===== src/rtl/unified_sram_arbiter_pkg.sv =====
// Shared definitions for the unified SRAM arbiter: owner encoding, default
// fetch starvation limit and SRAM data width.
package unified_sram_arbiter_pkg;

  typedef enum logic [1:0] {
    OWN_NONE = 2'd0,
    OWN_INST = 2'd1,
    OWN_DATA = 2'd2
  } owner_t;

  localparam int STARVE_MAX_DEF = 4;
  localparam int SRAM_DW        = 32;

endpackage


===== src/rtl/unified_sram_arbiter_pick.sv =====
// Grant select for the shared SRAM: data port wins by default, fetch is forced
// through once it has lost STARVE_MAX consecutive cycles.
module sram_arb_pick
  import unified_sram_arbiter_pkg::*;
#(
  parameter int STARVE_MAX = STARVE_MAX_DEF
) (
  input  logic clk,
  input  logic rst,
  input  logic i_inst_req,
  input  logic i_data_req,
  output logic o_grant_inst,
  output logic o_grant_data
);

  localparam logic [3:0] LP_MAX = 4'(STARVE_MAX);

  logic [3:0] r_starve_cnt;
  logic       w_force_inst;

  always_comb begin
    w_force_inst = i_inst_req && (r_starve_cnt == LP_MAX);
    o_grant_inst = 1'b0;
    o_grant_data = 1'b0;
    // Grants are held off for as long as reset is asserted.
    if (!rst) begin
      if (w_force_inst) begin
        o_grant_inst = 1'b1;
      end else if (i_data_req) begin
        o_grant_data = 1'b1;
      end else if (i_inst_req) begin
        o_grant_inst = 1'b1;
      end
    end
  end

  always_ff @(posedge clk or posedge rst) begin
    if (rst) begin
      r_starve_cnt <= 4'd0;
    end else if (i_inst_req && !o_grant_inst) begin
      if (r_starve_cnt != LP_MAX) begin
        r_starve_cnt <= r_starve_cnt + 4'd1;
      end
    end else begin
      r_starve_cnt <= 4'd0;
    end
  end

endmodule


===== src/rtl/unified_sram_arbiter.sv =====
// Shares one single-port synchronous SRAM between instruction fetch and
// load/store; read data returns one cycle after the grant.
module unified_sram_arbiter
  import unified_sram_arbiter_pkg::*;
#(
  parameter int STARVE_MAX = STARVE_MAX_DEF,
  parameter int AW         = 32
) (
  input  logic               clk,
  input  logic               rst,
  input  logic               inst_req,
  input  logic [AW-1:0]      inst_addr,
  input  logic               inst_cancel,
  output logic               inst_addr_ok,
  output logic               inst_data_ok,
  output logic [SRAM_DW-1:0] inst_rdata,
  input  logic               data_req,
  input  logic [3:0]         data_we,
  input  logic [AW-1:0]      data_addr,
  input  logic [SRAM_DW-1:0] data_wdata,
  output logic               data_addr_ok,
  output logic               data_data_ok,
  output logic [SRAM_DW-1:0] data_rdata,
  output logic               sram_en,
  output logic [3:0]         sram_we,
  output logic [AW-1:0]      sram_addr,
  output logic [SRAM_DW-1:0] sram_wdata,
  input  logic [SRAM_DW-1:0] sram_rdata
);

  logic          w_grant_inst;
  logic          w_grant_data;
  owner_t        r_owner;
  owner_t        w_owner_nxt;
  logic [AW-1:0] r_addr_hold;

  sram_arb_pick #(
    .STARVE_MAX (STARVE_MAX)
  ) u_pick (
    .clk          (clk),
    .rst          (rst),
    .i_inst_req   (inst_req),
    .i_data_req   (data_req),
    .o_grant_inst (w_grant_inst),
    .o_grant_data (w_grant_data)
  );

  assign inst_addr_ok = w_grant_inst;
  assign data_addr_ok = w_grant_data;

  always_comb begin
    sram_en    = w_grant_inst | w_grant_data;
    sram_we    = 4'd0;
    sram_wdata = '0;
    sram_addr  = r_addr_hold;
    if (w_grant_data) begin
      sram_we    = data_we;
      sram_wdata = data_wdata;
      sram_addr  = data_addr;
    end else if (w_grant_inst) begin
      sram_addr  = inst_addr;
    end
  end

  // Idle cycles keep the previous address on the SRAM bus to avoid toggling.
  always_ff @(posedge clk) begin
    if (sram_en) begin
      r_addr_hold <= sram_addr;
    end
  end

  always_comb begin
    w_owner_nxt = OWN_NONE;
    if (w_grant_data) begin
      w_owner_nxt = OWN_DATA;
    end else if (w_grant_inst && !inst_cancel) begin
      w_owner_nxt = OWN_INST;
    end
  end

  always_ff @(posedge clk or posedge rst) begin
    if (rst) begin
      r_owner <= OWN_NONE;
    end else begin
      r_owner <= w_owner_nxt;
    end
  end

  // A redirect in the response cycle still drops the stale fetch data.
  assign inst_data_ok = (r_owner == OWN_INST) && !inst_cancel;
  assign data_data_ok = (r_owner == OWN_DATA);
  assign inst_rdata   = sram_rdata;
  assign data_rdata   = sram_rdata;

endmodule


===== config.mk =====
export PLATFORM = sky130hd
export DESIGN_NAME = unified_sram_arbiter
export DESIGN_NICKNAME = d
export VERILOG_FILES = /design/src/rtl/unified_sram_arbiter_pkg.sv /design/src/rtl/unified_sram_arbiter_pick.sv /design/src/rtl/unified_sram_arbiter.sv
export SDC_FILE = /design/constraint.sdc
export NUM_CORES = 1
export LEC_CHECK = 0
export BUFFER_PORTS_ARGS = -buffer_cell sky130_fd_sc_hd__buf_2
export CORE_AREA = 2 2 106 108
export DETAILED_ROUTE_END_ITERATION = 16
export DIE_AREA = 0 0 108 110
export PLACE_DENSITY = 0.6
export SYNTH_ARGS = -nofsm -noshare
export SYNTH_HDL_FRONTEND = slang
export SYNTH_HIERARCHICAL = 1
export SYNTH_SLANG_ARGS = --single-unit

===== constraint.sdc =====
create_clock -name clk -period 2 [get_ports clk]
set_input_delay 0.1 -clock clk [delete_from_list [all_inputs] [get_ports clk]]
set_output_delay 0.1 -clock clk [all_outputs]
set_load 0.02 [all_outputs]

=== Yosys cells after proc, flatten, opt, wreduce, memory -nomap -nowiden ===
Index checks and enable logic that the tools add are counted.

* Flip-flop bits (word level): 38
* Memories: 0
* RAM bits: 0
* Input port bits: 137
* ROM bits: 0
* Output and inout bits: 137
* Latch bits: 0
* Logic and storage cells: 31

* Divide/modulo/power cells: 0
* Add/subtract/negate cells: 1
* Equal/unequal tests: 5
* Shifts and indexed selects: 0
* Multipliers: 0
* Bitwise logic cells: 1
* Order comparisons: 0
* Reductions and logical operators: 6
* Mux-type cells: 15

{| class="wikitable"
|+ Operators with widths
! kind !! number
|-
| 32-bit two-way mux || 3
|-
| 4-bit two-way mux || 3
|-
| 1-bit two-way mux || 8
|-
| 4-bit by 1-bit adder with 4-bit output, second input constant || 1
|-
| 4-bit by 3-bit equality test with 1-bit output, second input constant || 1
|-
| 1-bit logical AND || 4
|-
| 4-bit by 3-bit != test with 1-bit output, second input constant || 1
|-
| 2-bit by 1-bit equality test with 1-bit output, second input constant || 1
|-
| 2-bit equality test, second input constant || 1
|-
| 1-bit zero test || 2
|-
| 2-bit two-way mux || 1
|-
| 2-bit != test, second input constant || 1
|-
| 1-bit OR || 1
|}

=== Logic depth before layout (Yosys ltp) ===
Gate-level depths: netlist of the first run.

* Depth after elaboration: 7
* Depth in mapped cells: 9
* Depth with buffers taken out: 7

=== Modules after synthesis ===
The synthesis of the first run kept the hierarchy.

{| class="wikitable"
|+ Modules (own cells, without submodules)
! module !! instances !! seq. area each (um2) !! area each (um2) !! cells an instance
|-
| unified_sram_arbiter || 1 || 1011.0 || 2472.4 || 250
|-
| sram_arb_pick || 1 || 100.1 || 262.8 || 25
|}

=== Worst setup path before layout of the first run ===
No wires, ideal clock.

* Kind: register to register
* Start point: reg u_pick.r_starve_cnt[0]
* End point: reg r_addr_hold[0], enable pin
* Buffers on the path: 2
* Clock period less this slack: 2421 ps
* Library setup time: 378 ps
* Data arrival time: 2043 ps
* Slack: -421 ps
* Stages on the path, launching flop included: 9
* Data required time: 1622 ps
* Cell sequence: dfrtp_1 > inv_1 > ha_1 > nand3b_4 > a21oi_2 > and2_1 > buf_6 > buf_12 > or2_2

* Longest elaborated chain between the ends: 5
* Elaborated cells between the ends (all ways): 7
* Classes of those cells: 1 x eq/ne; 4 x mux; 1 x bitwise; 1 x reduce/logical

{| class="wikitable"
|+ RTL lines
! what !! line !! source
|-
| from (decl) || unified_sram_arbiter_pick.sv:18 || <nowiki>logic [3:0] r_starve_cnt;</nowiki>
|-
| from (signal assigned) || unified_sram_arbiter_pick.sv:42 || <nowiki>r_starve_cnt <= r_starve_cnt + 4'd1;</nowiki>
|-
| 4-bit by 3-bit equality test with 1-bit output || unified_sram_arbiter_pick.sv:22 || <nowiki>w_force_inst = i_inst_req && (r_starve_cnt == LP_MAX);</nowiki>
|-
| 1-bit logical AND || unified_sram_arbiter_pick.sv:22 ||
|-
| 1-bit two-way mux || unified_sram_arbiter_pick.sv:27 || <nowiki>if (w_force_inst) begin</nowiki>
|-
| 1-bit two-way mux || unified_sram_arbiter_pick.sv:26 || <nowiki>if (!rst) begin</nowiki>
|-
| named net inst_addr_ok || unified_sram_arbiter.sv:14 || <nowiki>output logic inst_addr_ok,</nowiki>
|-
| 1-bit OR || unified_sram_arbiter.sv:52 || <nowiki>sram_en = w_grant_inst | w_grant_data;</nowiki>
|-
| named net sram_en || unified_sram_arbiter.sv:24 || <nowiki>output logic sram_en,</nowiki>
|-
| to (signal assigned) || unified_sram_arbiter.sv:68 || <nowiki>r_addr_hold <= sram_addr;</nowiki>
|-
| to (decl) || unified_sram_arbiter.sv:35 || <nowiki>logic [AW-1:0] r_addr_hold;</nowiki>
|}

The timed path passes the listed nets, and every way through them passes these cells.
A chain may end at the register's enable or synchronous reset.

=== Worst setup path after layout of the first run ===
* Start point: reg u_pick.r_starve_cnt[1]
* End point: out sram_addr[1]

* Longest elaborated chain between the ends: 6
* Elaborated cells between the ends (all ways): 8
* Classes of those cells: 1 x eq/ne; 6 x mux; 1 x reduce/logical

{| class="wikitable"
|+ RTL lines
! what !! line !! source
|-
| 4-bit by 3-bit equality test with 1-bit output * || unified_sram_arbiter_pick.sv:22 ||
|-
| 1-bit logical AND * || unified_sram_arbiter_pick.sv:22 ||
|-
| 1-bit two-way mux || unified_sram_arbiter_pick.sv:27 ||
|-
| 1-bit two-way mux || unified_sram_arbiter_pick.sv:26 ||
|-
| 32-bit two-way mux || unified_sram_arbiter.sv:60 || <nowiki>end else if (w_grant_inst) begin</nowiki>
|-
| 32-bit two-way mux * || unified_sram_arbiter.sv:56 || <nowiki>if (w_grant_data) begin</nowiki>
|-
| to (decl) || unified_sram_arbiter.sv:26 || <nowiki>output logic [AW-1:0] sram_addr,</nowiki>
|}

Mark *: on every way between the ends. The rest lies on a longest branch, timed or not.

==> results of run 1 <==
critical path, delay by kind of cell (launching register included):
family / cells / cell delay, ns
buf+inv: 5 / 0.67
compound gates: 2 / 0.47
flops: 1 / 0.40
fa+ha+maj: 1 / 0.15
simple gates: 1 / 0.09
through the flow:
| step | util | setup WS (ns) | hold slack (ns) | cell area (um2) |
|---|---|---|---|---|
| floorplan | - | -0.0725 | -0.159 | 2800 |
| global placement | 0.316 | 0.0610 | 0.0175 | 3380 |
| detailed placement | 0.316 | -0.00623 | 0.0236 | 3380 |
| CTS | 0.392 | -0.174 | 0.0952 | 4190 |
| global route | 0.408 | -0.288 | 0.115 | 4360 |
| finish | 0.408 | -0.186 | 0.111 | 4360 |
state kept, by name (all words and copies together), names as in the netlist:
| name | count |
|---|---|
| r_addr_hold | 32 |
| u_pick/r_starve_cnt | 4 |
| r_owner | 2 |
placed cells by master (no fill, tap or decap), types with 9 or more instances in the layout:
cell	instances
buf_2	125
buf_4	53
nand2_1	33
buf_6	32
edfxtp_1	32
and2_1	31
mux2i_1	21
o21ai_2	19
o21ai_1	14
mux2i_2	9
buf_12	9
power by group through the flow:
stage               registers, uW  clock network, uW  logic (uW)
detailed placement            982                  0         667
CTS                           966                603         901
floorplan                     978                  0         575
global route                  976                633        1030
global placement              981                  0         658
finish                        970                575         957
synth_stat cells (all sizes together):
library cell	number	area, um2
nand3	3	15.0
o22ai	1	6.26
nor3	1	10.0
mux2i	32	320
ha	2	25.0
edfxtp	32	961
o32ai	1	8.76
and2	37	231
nor2b	1	6.26
o211a	1	10.0
xnor2	1	8.76
o21ai	33	169
a211oi	1	7.51
inv	5	18.8
nor3b	2	15.0
xor2	1	8.76
dfrtp	6	150
clkbuf	2	7.51
nand3b	1	20.0
buf	77	597
a21oi	1	8.76
or2	1	6.26
nand2	33	124
final timing paths:
check | from | endpoint | slack (ns) | cells after the start
worst min register to register | u_pick/r_starve_cnt[3] | u_pick/r_starve_cnt[2] | 0.62 | 2
worst min-delay path | data_addr[11] | r_addr_hold[11] | 0.11 | 3
max in group asynchronous | rst | u_pick/r_starve_cnt[2] | 1.43 | 3
min in group asynchronous | rst | r_owner[1] | 0.28 | 3
worst max-delay path | u_pick/r_starve_cnt[1] | sram_addr[1] | -0.19 | 9
worst max register to register | u_pick/r_starve_cnt[1] | r_addr_hold[28] | -0.10 | 11
what timing repair did:
action	4_1_cts	5_1_grt
cloned	7	0
gates resized for setup	97	29
pin swaps	16	16
hold buffers	2	0
endpoints found under the setup margin	73	111
setup buffers	27	11
hold endpoints to repair	7	0
logic make-up (layout without fill, tap and decap cells):
group	Yosys count	count (layout)	synth area share
multiplexers	32	32	0.117
buffers and inverters	84	242	0.228
flip-flops	38	38	0.406
AO/OA/AOI/OAI	38	39	0.0769
AND/OR/NAND/NOR	79	79	0.156
adder cells (fa/ha/maj)	2	2	0.00915
XOR/XNOR	2	2	0.00641
metal layers:
layer,track usage,vias to the layer above,part of all wire
li1,-,1192,-
met1,0.177,1135,0.36
met2,0.296,152,0.54
met3,0.0464,9,0.089
met4,0.0348,0,0.0082
met5,0,-,0
final cells by class:
type | instances | share of cell area
sequential | 38 | 0.255
multi-input combinational | 154 | 0.271
tap | 140 | 0.0402
inverter | 5 | 0.00430
timing repair buffer | 229 | 0.408
clock inverter | 2 | 0.00287
clock buffer | 6 | 0.0189
==> impl_results.md, run 1 <==
- Die W: roughly 110 um
- DRT antenna net count: 0
- Largest net degree at the start of global routing: 32
- Final Max Tran Viols: 0
- Number of cell rows: 38
- Crit-path max cell delay: 0.40 ns
- Clock sink count: 38
- Cell Count, Final, Fillers Out: 574
- I/O Buffers: around 180
- Final critical-path share of the clock period: 1.09
- Average size of a mapped cell: 9.95 um2
- Crit path cell chain: inv_2, ha_4, nand3b_4, buf_4, o211a_4, buf_4, buf_12, o21ai_2, buf_6
- Tightest Hold Check Type: input pin to register
- First DRT Iteration DRCs: 85
- Area growth, synth to finish: 59.5%
- CP required: 1.90 ns
- Internal power: around 1700 uW
- Seq pwr share: 0.388
- Footprint of the multi-input gates: 1180 um2
- CTS tree: built
- Register area share after synthesis: 0.406
- Critical-path top delay cell: dfrtp_1
- Total grt overflow: 0
- Unrepaired setup endpoints after global routing: true
- Filler cells: 1033
- Clock Power Share: 0.230
- Peak VDD IR: 0.251 mV
- H-Tree Depth: 2
- CTS buffer count: 5
- Failing checks: negative setup slack
- Drc violations: 0
- Switching share of power: 0.312
- Fin nets: 572
- Setup TNS: -11.39 ns
- Cell repeated most along the worst path: buf_4
- #FFs+latches synth: 38
- Crit path max fanout: 6
- Root Driver: clkbuf_8
- Max Fclk: 0.458 GHz
- DR WL/cell: 17.3 um
- Initial Util: 0.256
- Gpl congestion: around 0.7
- Global-route wire length before repair: between 10 and 15 mm
- CP Class: register to output pin
- Boundary Pins: 274
- Slew headroom: 0.823
- Final Power: 2500 uW
- Clock Pin Slew Worst Setup and Hold Paths: ~0.080 ns
- Final Skew: 0.00655 ns
- Arr. time, crit path: 2.09 ns
- Final min period: roughly 2.2 ns
- Mapped Nets: 414
- Power per cell area: between 500 and 600 nW/um2
- Total wire length: 9.90 mm
- Leak: 0.00200 uW
- Drt via density: roughly 4.3
- Die height: approximately 110 um
- Ys Warns: 6
- Post-synth cell types: 28
- Skew-Pair Late Insertion Delay: 0.29 ns
- Die ar.: 11900 um2
- Cells after Synth: 275
- Vias: 2488
- Final WS setup: -0.186 ns
- Total track usage: 0.158
- Fin. Hold Viols: 0
- Critical Path Sink Type: output pin
- Post-Synthesis Cell Area: ~2700 um2
- Maximum root-to-sink buffer count: 2
- Final setup viols: 99
- Comb power frac: 0.382
- Dpl cells: 522
- Layout cells sized above 1: 0.645
- HPWL Detailed: 7.14 mm
- Number of global-route vias before repair: 2478
- Antenna violations before repair: 0
- Register area: 1110 um2
- Core area: 10700 um2
- Antenna Cells: 0
- Psw: 780 uW
- Critical Path Start Type: register
- Worst Tran Pin Value: 0.265 ns
- Max-capacitance violation count: 0
- Status: complete, but fails checks
- Number of iterations in the first detailed-routing pass: 4
Power figures use the tool's default switching activity.
==> run 2: changes to the inputs <==
--- a/config.mk
+++ b/config.mk
@@ -5,11 +5,12 @@
 export SDC_FILE = /design/constraint.sdc
 export NUM_CORES = 1
 export LEC_CHECK = 0
+export ABC_CLOCK_PERIOD_IN_PS = 2000
 export BUFFER_PORTS_ARGS = -buffer_cell sky130_fd_sc_hd__buf_2
-export CORE_AREA = 2 2 106 108
+export CORE_MARGIN = 8
+export CORE_UTILIZATION = 33
 export DETAILED_ROUTE_END_ITERATION = 16
-export DIE_AREA = 0 0 108 110
-export PLACE_DENSITY = 0.6
+export PLACE_DENSITY = 0.75
 export SYNTH_ARGS = -nofsm -noshare
 export SYNTH_HDL_FRONTEND = slang
 export SYNTH_HIERARCHICAL = 1
==> run 2 against run 1 <==
The run still ends with negative setup slack left. Fmax shrank 2.7%. Sequential power grew 0.6%. Utilization grew 14 points. Critical path type unchanged. Largest power group is now combinational cells.
==> impl_results.md, run 2 (same netlist as run 1, synthesis figures left out) <==
- Status: complete, but fails checks
- Failing checks: negative setup slack
- Total track usage: 0.160
- Arr. time, crit path: about 2.2 ns
- Boundary Pins: 274
- Area growth, synth to finish: 63.2%
- Root Driver: clkbuf_8
- Commonest non-fill, non-tap cell in the layout: buf_2
- Number of global-route vias before repair: 2505
- Skew-Pair Late Insertion Delay: 0.29 ns
- Total grt overflow: 0
- First DRT Iteration DRCs: around 110
- Antenna violations before repair: 1
- CTS buffer count: 5
- Dpl cells: roughly 490
- Die height: ~110 um
- Die ar.: about 11000 um2
- Critical path's top delay family: buffers and inverters
- Largest net degree at the start of global routing: 35
- Final instance area: 4460 um2
- Final min period: 2.25 ns
- H-Tree Depth: 2
- Peak VDD IR: 0.263 mV
- Drc violations: 0
- Max reg flops: 32
- Crit path cell chain: inv_1, ha_2, nand3b_4, a21oi_4, and2_4, buf_4, buf_12, mux2i_2, o21ai_2, buf_2
- Largest regs: r_addr_hold x32, u_pick/r_starve_cnt x4, r_owner x2
- DR WL/cell: ~21 um
- Initial Util: 0.336
- I/O Buffers: 177
- Fin nets: between 500 and 600
- Gpl congestion: 0.859
- HPWL Detailed: 7.56 mm
- Unrepaired setup endpoints after global routing: true
- Clock sink count: 38
- CTS tree: built
- Number of cell rows: 33
- DP Area: 3320 um2
- Setup WS pre-CTS: 0.0324 ns
- Buf/Inv on CP: 4
- Clock Pin Slew Worst Setup and Hold Paths: 0.09 ns
- Worst Tran Pin Value: 0.318 ns
- Critical-path top delay cell: dfrtp_1
- Most frequent cells in the layout: buf_2, buf_4, and2_1, nand2_1, edfxtp_1
- DRT antenna net count: 0
- CP required: 1.90 ns
- Fin. Hold Viols: 0
- Slew headroom: 0.787
- Cell Count, Final, Fillers Out: around 540
- Final critical-path share of the clock period: 1.12
- Antenna Cells: 0
- Tightest Hold Check Type: input pin to register
- Crit-path max cell delay: about 0.4 ns
- Critical Path Sink Type: output pin
- Number of iterations in the first detailed-routing pass: 4
- Max-capacitance violation count: 0
- Leak: 0.00205 uW
- Global-route wire length before repair: 14.4 mm
- Final Skew: 0.0121 ns
- Maximum root-to-sink buffer count: 2
- Core area: 8130 um2
- CP Class: register to output pin
- Power per cell area: 621 nW/um2
- Final WS setup: -0.247 ns
- Die W: 107 um
- Total wire length: 11.6 mm
- Layout cells sized above 1: 0.656
- Final setup viols: 106
- Critical Path Start Type: register
- Max Fclk: 0.445 GHz
- Biggest register: r_addr_hold
- Final Max Tran Viols: 0
- Vias: 2602
- Drt via density: between 4 and 5
- Crit path max fanout: 5
[run 2: changes by cell type in the layout (fill, tap and decap cells not counted), sizes merged]
cell	delta
bufinv	+2
clkbuf	+8
inv	-1
o211a	+1
buf	-8
[run 2: through the flow]
step                      setup TNS [ns]  hold slack (ns)  total power, uW  utilization
after floorplan                    -3.53           -0.159             1550            -
after CTS                          -9.66           0.0865             2600        0.483
final                             -11.12           0.0944             2770        0.549
after global placement                 0           0.0305             1630        0.408
after detailed placement               0           0.0352             1650        0.408
after global routing              -19.36            0.108             2880        0.549
[run 2: layer usage]
metal	vias to the layer above	GRT usage	share of wire
met5	-	0	0.0011
met4	2	0.0623	0.022
met3	37	0.0696	0.096
met2	154	0.280	0.52
met1	1211	0.163	0.36
li1	1198	-	-
[run 2: repair_timing]
item / 4_1_cts / 5_1_grt
gates resized for setup: 59 / 53
setup buffers: 22 / 10
pin swaps: 10 / 11
endpoints found under the hold margin: 7 / 0
endpoints found under the setup margin: 69 / 122
gates cloned: 3 / 14
hold buffers: 2 / 0
[run 2: final cells by class]
cell class	count	area [um2]
Sequential cell	38	1110
Timing Repair Buffer	230	1790
Multi-Input combinational cell	155	1270
Inverter	5	22.5
Clock inverter	3	68.8
Tap cell	105	131
Fill cell	669	3670
Clock buffer	5	68.8
[run 2: worst reg2reg max path, stage by stage, from the launching register on]
cell and delay, ns:
dfrtp_1 0.40, inv_1 0.07, ha_2 0.19, nand3b_4 0.10, a21oi_4 0.15, and2_4 0.22
buf_6 0.18, mux2i_1 0.22, o21ai_1 0.10, buf_4 0.14, buf_6 0.10
[run 2: worst paths after layout]
| check | from | slack, ns | end | cells after the start |
|---|---|---|---|---|
| max | u_pick/r_starve_cnt[0] | -0.25 | sram_addr[22] | 10 |
| min | data_addr[22] | 0.09 | r_addr_hold[22] | 3 |
| max reg2reg | u_pick/r_starve_cnt[0] | -0.10 | r_addr_hold[9] | 10 |
| min reg2reg | r_addr_hold[23] | 0.63 | r_addr_hold[23] | 2 |
| max in group asynchronous | rst | 1.39 | u_pick/r_starve_cnt[1] | 3 |
| min in group asynchronous | rst | 0.39 | r_owner[1] | 3 |
[run 2: power by group]
part / leakage [uW] / switching [uW] / internal, uW
Sequential: 0.000389 / 28.4 / 947
Combinational: 0.00159 / 494 / 512
Clock: 0.0000683 / 289 / 500
Total: 0.00205 / 811 / 1960
